$ cat config.mk
export PLATFORM = sky130hd
export DESIGN_NAME = nns_stream_loader
export DESIGN_NICKNAME = d
export VERILOG_FILES = /design/src/rtl/nns_stream_loader.sv
export SDC_FILE = /design/constraint.sdc
export NUM_CORES = 2
export LEC_CHECK = 0
export CAP_MARGIN = 20
export CORE_AREA = 5 5 419 421
export DETAILED_ROUTE_END_ITERATION = 8
export DIE_AREA = 0 0 424 426
export HOLD_SLACK_MARGIN = 0.1
export PLACE_DENSITY_LB_ADDON = 0.2
export SYNTH_ARGS = -nofsm -noshare
export SYNTH_HDL_FRONTEND = slang
export SYNTH_SLANG_ARGS = --single-unit
$ cat constraint.sdc
create_clock -name clk -period 5.7 [get_ports clk]
set_input_delay 0.57 -clock clk [delete_from_list [all_inputs] [get_ports clk]]
set_output_delay 0.57 -clock clk [all_outputs]
set_load 0.01 [all_outputs]
$ cat src/rtl/nns_stream_loader.sv
// nns_stream_loader
//   Serial front end for the combinational first-nearest-neighbour search
//   stage. A frame arrives as one query point followed by N element points
//   on a valid/ready stream. The points are packed into the wide g_bus/e_bus
//   registers that the search stage reads. The search result is captured
//   one cycle after the last element, and it is returned on a valid/ready
//   output. Only one frame is in flight at a time.
//
// Ports
//   clk, rst        clock and synchronous active-high reset
//   in_valid/ready  input handshake; in_data = {x, y}, x in the upper half
//   g_bus           registered query point for the search stage
//   e_bus           registered element points, slot i at [2W(i+1)-1 : 2W*i]
//   nn_result       nearest element returned by the search stage
//   out_valid/ready output handshake; out_data = captured nearest element
//   busy            low only while waiting for a query point
module nns_stream_loader #(
  parameter int W = 15,
  parameter int N = 32
) (
  input  logic             clk,
  input  logic             rst,
  input  logic             in_valid,
  output logic             in_ready,
  input  logic [2*W-1:0]   in_data,
  output logic [2*W-1:0]   g_bus,
  output logic [2*W*N-1:0] e_bus,
  input  logic [2*W-1:0]   nn_result,
  output logic             out_valid,
  input  logic             out_ready,
  output logic [2*W-1:0]   out_data,
  output logic             busy
);

  localparam int PW = 2 * W;
  localparam int CW = (N > 1) ? $clog2(N) : 1;
  localparam logic [CW-1:0] LAST = CW'(N - 1);

  typedef enum logic [1:0] {
    LOAD_Q = 2'd0,
    LOAD_E = 2'd1,
    EVAL   = 2'd2,
    OUT    = 2'd3
  } state_t;

  state_t            state_q, state_d;
  logic [CW-1:0]     cnt_q, cnt_d;
  logic [PW-1:0]     g_q, g_d;
  logic [PW*N-1:0]   e_q, e_d;
  logic [PW-1:0]     od_q, od_d;
  logic              ov_q, ov_d;

  always_ff @(posedge clk) begin
    if (rst) begin
      state_q <= LOAD_Q;
      cnt_q   <= '0;
      g_q     <= '0;
      e_q     <= '0;
      od_q    <= '0;
      ov_q    <= 1'b0;
    end else begin
      state_q <= state_d;
      cnt_q   <= cnt_d;
      g_q     <= g_d;
      e_q     <= e_d;
      od_q    <= od_d;
      ov_q    <= ov_d;
    end
  end

  always_comb begin
    state_d  = state_q;
    cnt_d    = cnt_q;
    g_d      = g_q;
    e_d      = e_q;
    od_d     = od_q;
    ov_d     = ov_q;
    in_ready = 1'b0;
    busy     = 1'b1;
    case (state_q)
      LOAD_Q: begin
        in_ready = 1'b1;
        busy     = 1'b0;
        if (in_valid) begin
          g_d     = in_data;
          cnt_d   = '0;
          state_d = LOAD_E;
        end
      end
      LOAD_E: begin
        in_ready = 1'b1;
        if (in_valid) begin
          e_d[cnt_q*PW +: PW] = in_data;
          // Counter holds at the last slot so it never indexes past N-1.
          if (cnt_q == LAST) begin
            state_d = EVAL;
          end else begin
            cnt_d = cnt_q + 1'b1;
          end
        end
      end
      EVAL: begin
        // Buses have been stable for this whole cycle, so the
        // combinational search result is settled by the closing edge.
        od_d    = nn_result;
        ov_d    = 1'b1;
        state_d = OUT;
      end
      OUT: begin
        if (out_ready) begin
          ov_d    = 1'b0;
          state_d = LOAD_Q;
        end
      end
      default: begin
        state_d = LOAD_Q;
      end
    endcase
  end

  assign g_bus     = g_q;
  assign e_bus     = e_q;
  assign out_data  = od_q;
  assign out_valid = ov_q;

endmodule
After elaboration in Yosys (flattened, before gate mapping)
Index checks and enable logic that the tools add are counted.

Equality and inequality tests: 9. Reduce and logical (&&, ||, !) cells: 9. Multipliers: 1. $add $sub $neg: 2. Shifts and indexed selects: 2. Mux-type cells: 14.

Operators with widths (number): 960-bit bitwise mux (1); 30-bit by 34-bit variable shift with 960-bit output (first input constant) (1); 30-bit by 34-bit indexed part select with 960-bit output (1); 10-bit negator with 34-bit output (1); 5-bit 2-to-1 mux (3); 2-bit inequality test (second input constant) (5); 5-bit one-hot mux with 2 select lines (1); 5-bit by 4-bit multiplier with 9-bit output (second input constant) (1); 2-bit 2-to-1 mux (4); 2-bit one-hot mux with 4 select lines (1); 4-bit AND reduction (2); 2-bit AND reduction (3); 5-bit by 1-bit adder with 5-bit output (second input constant) (1); 5-bit equality test (second input constant) (1); 2-bit equality test (second input constant) (2); 2-bit nonzero test (2); 1-bit 2-to-1 mux (3); 2-bit by 1-bit equality test with 1-bit output (second input constant) (1); 2-bit logical NOT (1); 1-bit one-hot mux with 2 select lines (1); 2-bit OR reduction (1).

Register bits: 1028. Logic and storage cells: 43. Input port bits: 64.

Longest topological paths before layout
Depth after elaboration: 4. Gate-level depth with buffers: 26. Mapped depth without buffers: 18.

Worst setup path before layout
No wires, ideal clock.

Path type: register to register. From: register cnt_q[0]. To: register e_q[630], in the netlist e_bus[630]. Cell stages (with the launch flop): 27. Required time: 5.570 ns. Arrival: 5.644 ns. Period minus slack after synthesis: 5.774 ns. Path slack: -0.074 ns. Cell sequence: dfxtp_1 -> buf_2 -> buf_2 -> buf_2 -> buf_2 -> inv_1 -> ha_1 -> ha_1 -> fa_1 -> a211oi_4 -> nor3_1 -> or3_1 -> buf_2 -> inv_2 -> buf_4 -> ha_1 -> clkbuf_1 -> clkinv_1 -> nand2_1 -> nor4_1 -> mux2i_1 -> buf_2 -> a21oi_1 -> clkbuf_1 -> nand2_1 -> nand3_1 -> o31ai_1.

Longest elaborated chain between the ends: 4. Elaborated cells between the ends (all ways): 5. Those cells by class: add/sub: 1; mul: 1; shift: 2; mux: 1.

Ends and longest elaborated chain: start, declared (RTL line 47) `logic [CW-1:0] cnt_q, cnt_d;`; start signal, assigned (RTL line 63) `cnt_q <= cnt_d;`; 5-bit by 4-bit multiplier with 9-bit output (*) (RTL line 93) `e_d[cnt_q*PW +: PW] = in_data;`; 10-bit negator with 34-bit output (*) (RTL line 93); 30-bit by 34-bit indexed part select with 960-bit output / 30-bit by 34-bit variable shift with 960-bit output (equally long branches) (RTL line 93); 960-bit bitwise mux (*) (RTL line 93); end signal, assigned (RTL line 58) `e_q <= '0;`; end signal, assigned (RTL line 65) `e_q <= e_d;`; end, declared (RTL line 49) `logic [PW*N-1:0] e_q, e_d;`.

Mark *: on every way between the ends. The rest lies on a longest branch, timed or not. A chain may end at the register's enable or synchronous reset.

Final worst setup path
From: register cnt_q[2]. To: register e_q[659], in the netlist e_bus[659].

Same word-level chain as after synthesis.

==> summary.md <==
| Metric | Value |
|---|---|
| Area contributors post-synth | dfxtp_1, nor2_1, mux2i_1 |
| Final worst-path cycle share | 98.54% |
| Overflow after GRT | 0 |
| Setup CP Type | reg -> reg |
| DR DRC count | 0 |
| CTS max path bufs | 3 |
| Die X | 424 µm |
| Clk Latency, worst-skew pair | 0.79 ns |
| Setup skew after layout | 0.05655 ns |
| Final HPWL DP | 215.9 mm |
| RSZ-0062 raised after global routing | true |
| R2R cell count | 14 |
| Reg clk slew, reported paths | approximately 0.070 ns |
| Worst slew margin | 17.85% |
| Synth cell count leaders | dfxtp_1, nor2_1, nand2_1, a21oi_1, nor3_1 |
| Die Y-Extent | about 430 µm |
| Critical path endpoint category | register |
| # rows | 152 |
| Most frequent cell after synthesis | dfxtp_1 |
| Hold_sp | nn_result[22] |
| Maximum clock rate | 178.0 MHz |
| Critical Path Source Type | register |
| Max_cap viols | 0 |
| Vias post-DR | ~48,000 |
| Number of global-route vias before repair | 45,460 |
| Synth Flop Type | dfxtp_1 |
| Sink Count | 1,028 |
| Area leader, netlist | dfxtp_1 |
| Final slew viol count | 0 |
| Reg-to-reg critical path endpoint | e_bus[659]$_SDFFE_PP0P_ |
| Maximum vdd drop | 437.6 µV |
| Root buffer cell | clkbuf_16 |
| GRT Util Overall | between 20% and 30% |
| CORE AREA | about 0.17 mm² |
| First DRT Iteration DRCs | ~4,400 |
| Internal reg-to-reg setup slack | 0.08 ns |
| PortBufs | around 1,100 |
| Post-synth cell types | 94 |
| Post-route ant nets | 0 |
| Num ports | ~1,100 |
| Die footprint | 0.1806 mm² |
| Setup violations, final | 0 |
| Worst path required time | between 6 and 7 ns |
| Cell count after synthesis | 5,371 |
| Number of flops mapped to enable cells by yosys | 0 |
| Endpoints failing hold | 0 |
| Worst Path Max Fanout | 11 |
| Slew @ Worst Pin | 1.219 ns |
| Layout Nets | around 6,700 |
| Worst Hold Class | in -> reg |
| Post-synthesis sequential area ratio | 45.75% |
| Fin crit period | 5.617 ns |
| Run status | finished, final reports clean |
| Power per cell area | 537.4 mW/mm² |
| Hold depth | 3 |
| H-tree depth | 3 |
| Hold WS | 0.3911 ns |
| Largest net degree at the start of global routing | 180 |
| First-pass GRT wire length | roughly 380 mm |
| Synth async-reset ratio | 0% |
| Initial core utilization | 26.31% |
| Pre-antenna DRT Iters | 6 |
| Via density | 5.358 |
| Ys Warns | 0 |
| P_leak | 0.02191 µW |
| Worst flop-to-flop path startpoint | cnt_q[2]$_SDFFE_PP0P_ |
| Flops & latches, synth | approximately 1,000 |
| Worst Hold End | out_data[22]$_SDFFE_PP0P_ |
| CP arrival | approximately 6.3 ns |
| Syn Area/Cell | roughly 8.4 µm² |
| Initial antenna violation count | 7 |
| Area grow syn2layout | 45.69% |
| Fillers | 17,470 |
| CTS tree | built |
| Detailed Route WL | 278.0 mm |
| Synth Cell Area | 0.04499 mm² |
| Syn Nets | around 5,500 |
| TritonCTS buffer count | 119 |
| RD Place Congestion | 0.9952 |
| Final core occ | 38.34% |
| Top cell type's share of synthesized area | a little under half |
| Share of layout cells above drive strength 1 | about an eighth |
| DR WL/cell | between 30 and 40 µm |
[per-layer routing]
layer / part of all wire [%] / GRT usage [%]
met5: 0.0054 / 0
met4: 6.4 / 15.86
met3: 8.3 / 7.879
met2: 46 / 48.22
met1: 39 / 34.53
[timing repair]
action,in CTS,in global routing
hold buffers,1,0
gates resized for setup,0,21
buffers inserted,0,11
setup endpoints to repair,0,183
hold endpoints to repair,27,0
[final cells by class]
| cell class | count | area, µm² | share of cell area, % |
|---|---|---|---|
| Inverter | 28 | 112.6 | 0.1718 |
| Timing Repair Buffer | 1528 | 14650 | 22.35 |
| Multi-Input combinational cell | 3906 | 23380 | 35.67 |
| Sequential cell | 1028 | 20580 | 31.40 |
| Tap cell | 2233 | 2794 | 4.263 |
| Antenna cell | 5 | 12.51 | 0.01909 |
| Clock buffer | 176 | 3423 | 5.223 |
| Clock inverter | 45 | 589.3 | 0.8991 |
[per-stage QoR]
stage	setup TNS (ns)	instances	setup slack, ns	power [µW]	area, µm²
finish	0	8949	0.08343	35220	65540
global route	-0.01793	8944	-0.01793	35940	65530
CTS	0	8930	0.06063	34610	65260
detailed placement	0	8708	0.09067	26590	61240
global placement	0	8702	0.005635	26570	61160
floorplan	-0.0001616	5371	-0.0001616	15540	45000
[state kept, by name, indices dropped and copies added, names as in the netlist]
signal,cells
e_bus,960
g_bus,30
out_data,30
cnt_q,5
state_q,2
out_valid,1
[how the worst max path moves through the flow]
stage               slack, ns             startpoint  depth (start not counted)                      end
finish                   0.08  cnt_q[2]$_SDFFE_PP0P_                         14  e_bus[659]$_SDFFE_PP0P_
global route            -0.02  cnt_q[2]$_SDFFE_PP0P_                         13  e_bus[724]$_SDFFE_PP0P_
CTS                      0.06  cnt_q[2]$_SDFFE_PP0P_                         14  e_bus[107]$_SDFFE_PP0P_
detailed placement       0.09  cnt_q[2]$_SDFFE_PP0P_                         15  e_bus[107]$_SDFFE_PP0P_
global placement        0.006  cnt_q[2]$_SDFFE_PP0P_                         18  e_bus[677]$_SDFFE_PP0P_
floorplan             -0.0002  cnt_q[0]$_SDFFE_PP0P_                         26  e_bus[630]$_SDFFE_PP0P_
[placed cells by master (no fill, tap or decap), types with 21 or more instances in the layout]
cell	netlist	final
nor2_1	814	802
nand4_1	47	47
a211oi_1	160	151
buf_4	6	399
a21oi_1	479	467
mux2_2	48	47
clkdlybuf4s50_1	0	1085
clkbuf_8	0	21
nor3_1	333	324
buf_12	0	31
o22ai_1	75	75
nand2b_1	35	35
a311oi_1	64	62
inv_1	26	25
nand2_1	534	531
mux2i_1	297	293
nand3_1	268	267
mux4_2	23	23
o31ai_1	34	32
nor2b_1	45	45
clkbuf_16	0	120
dfxtp_1	1028	1027
o211ai_1	37	37
o21ai_0	220	210
clkbuf_1	296	35
[report_power, final]
group | internal [µW] | switching [µW]
Combinational | 5210 | 14600
Clock | 4620 | 3330
Sequential | 7330 | 95.6
Total | 17200 | 18100
[cells by family (layout without fill, tap and decap cells)]
kind of cell | count (synthesis) | after routing | synth area share, %
DFF | 1028 | 1028 | 45.75
other | 0 | 5 | 0
adders and majority gates | 29 | 29 | 0.9234
and+or+nand+nor | 2168 | 2168 | 21.18
xor gates and xnor gates | 15 | 15 | 0.2920
AOI/OAI and AO/OA | 1326 | 1326 | 18.95
buffers and inverters | 437 | 1777 | 3.949
muxes | 368 | 368 | 8.961
[worst max-delay path: stages, from the launching register on]
cell     delay [ns]
dfxtp_1        0.44
fa_1           0.50
fa_1           0.53
fa_1           0.67
or4_4          0.60
nor2_2         0.38
nor3_2         0.17
nor3_4         0.58
buf_4          0.33
nand2_1        0.24
buf_4          0.29
o22ai_1        0.36
buf_4          0.25
mux2i_1        0.08
nor2_1         0.09
Power figures use the tool's default switching activity.
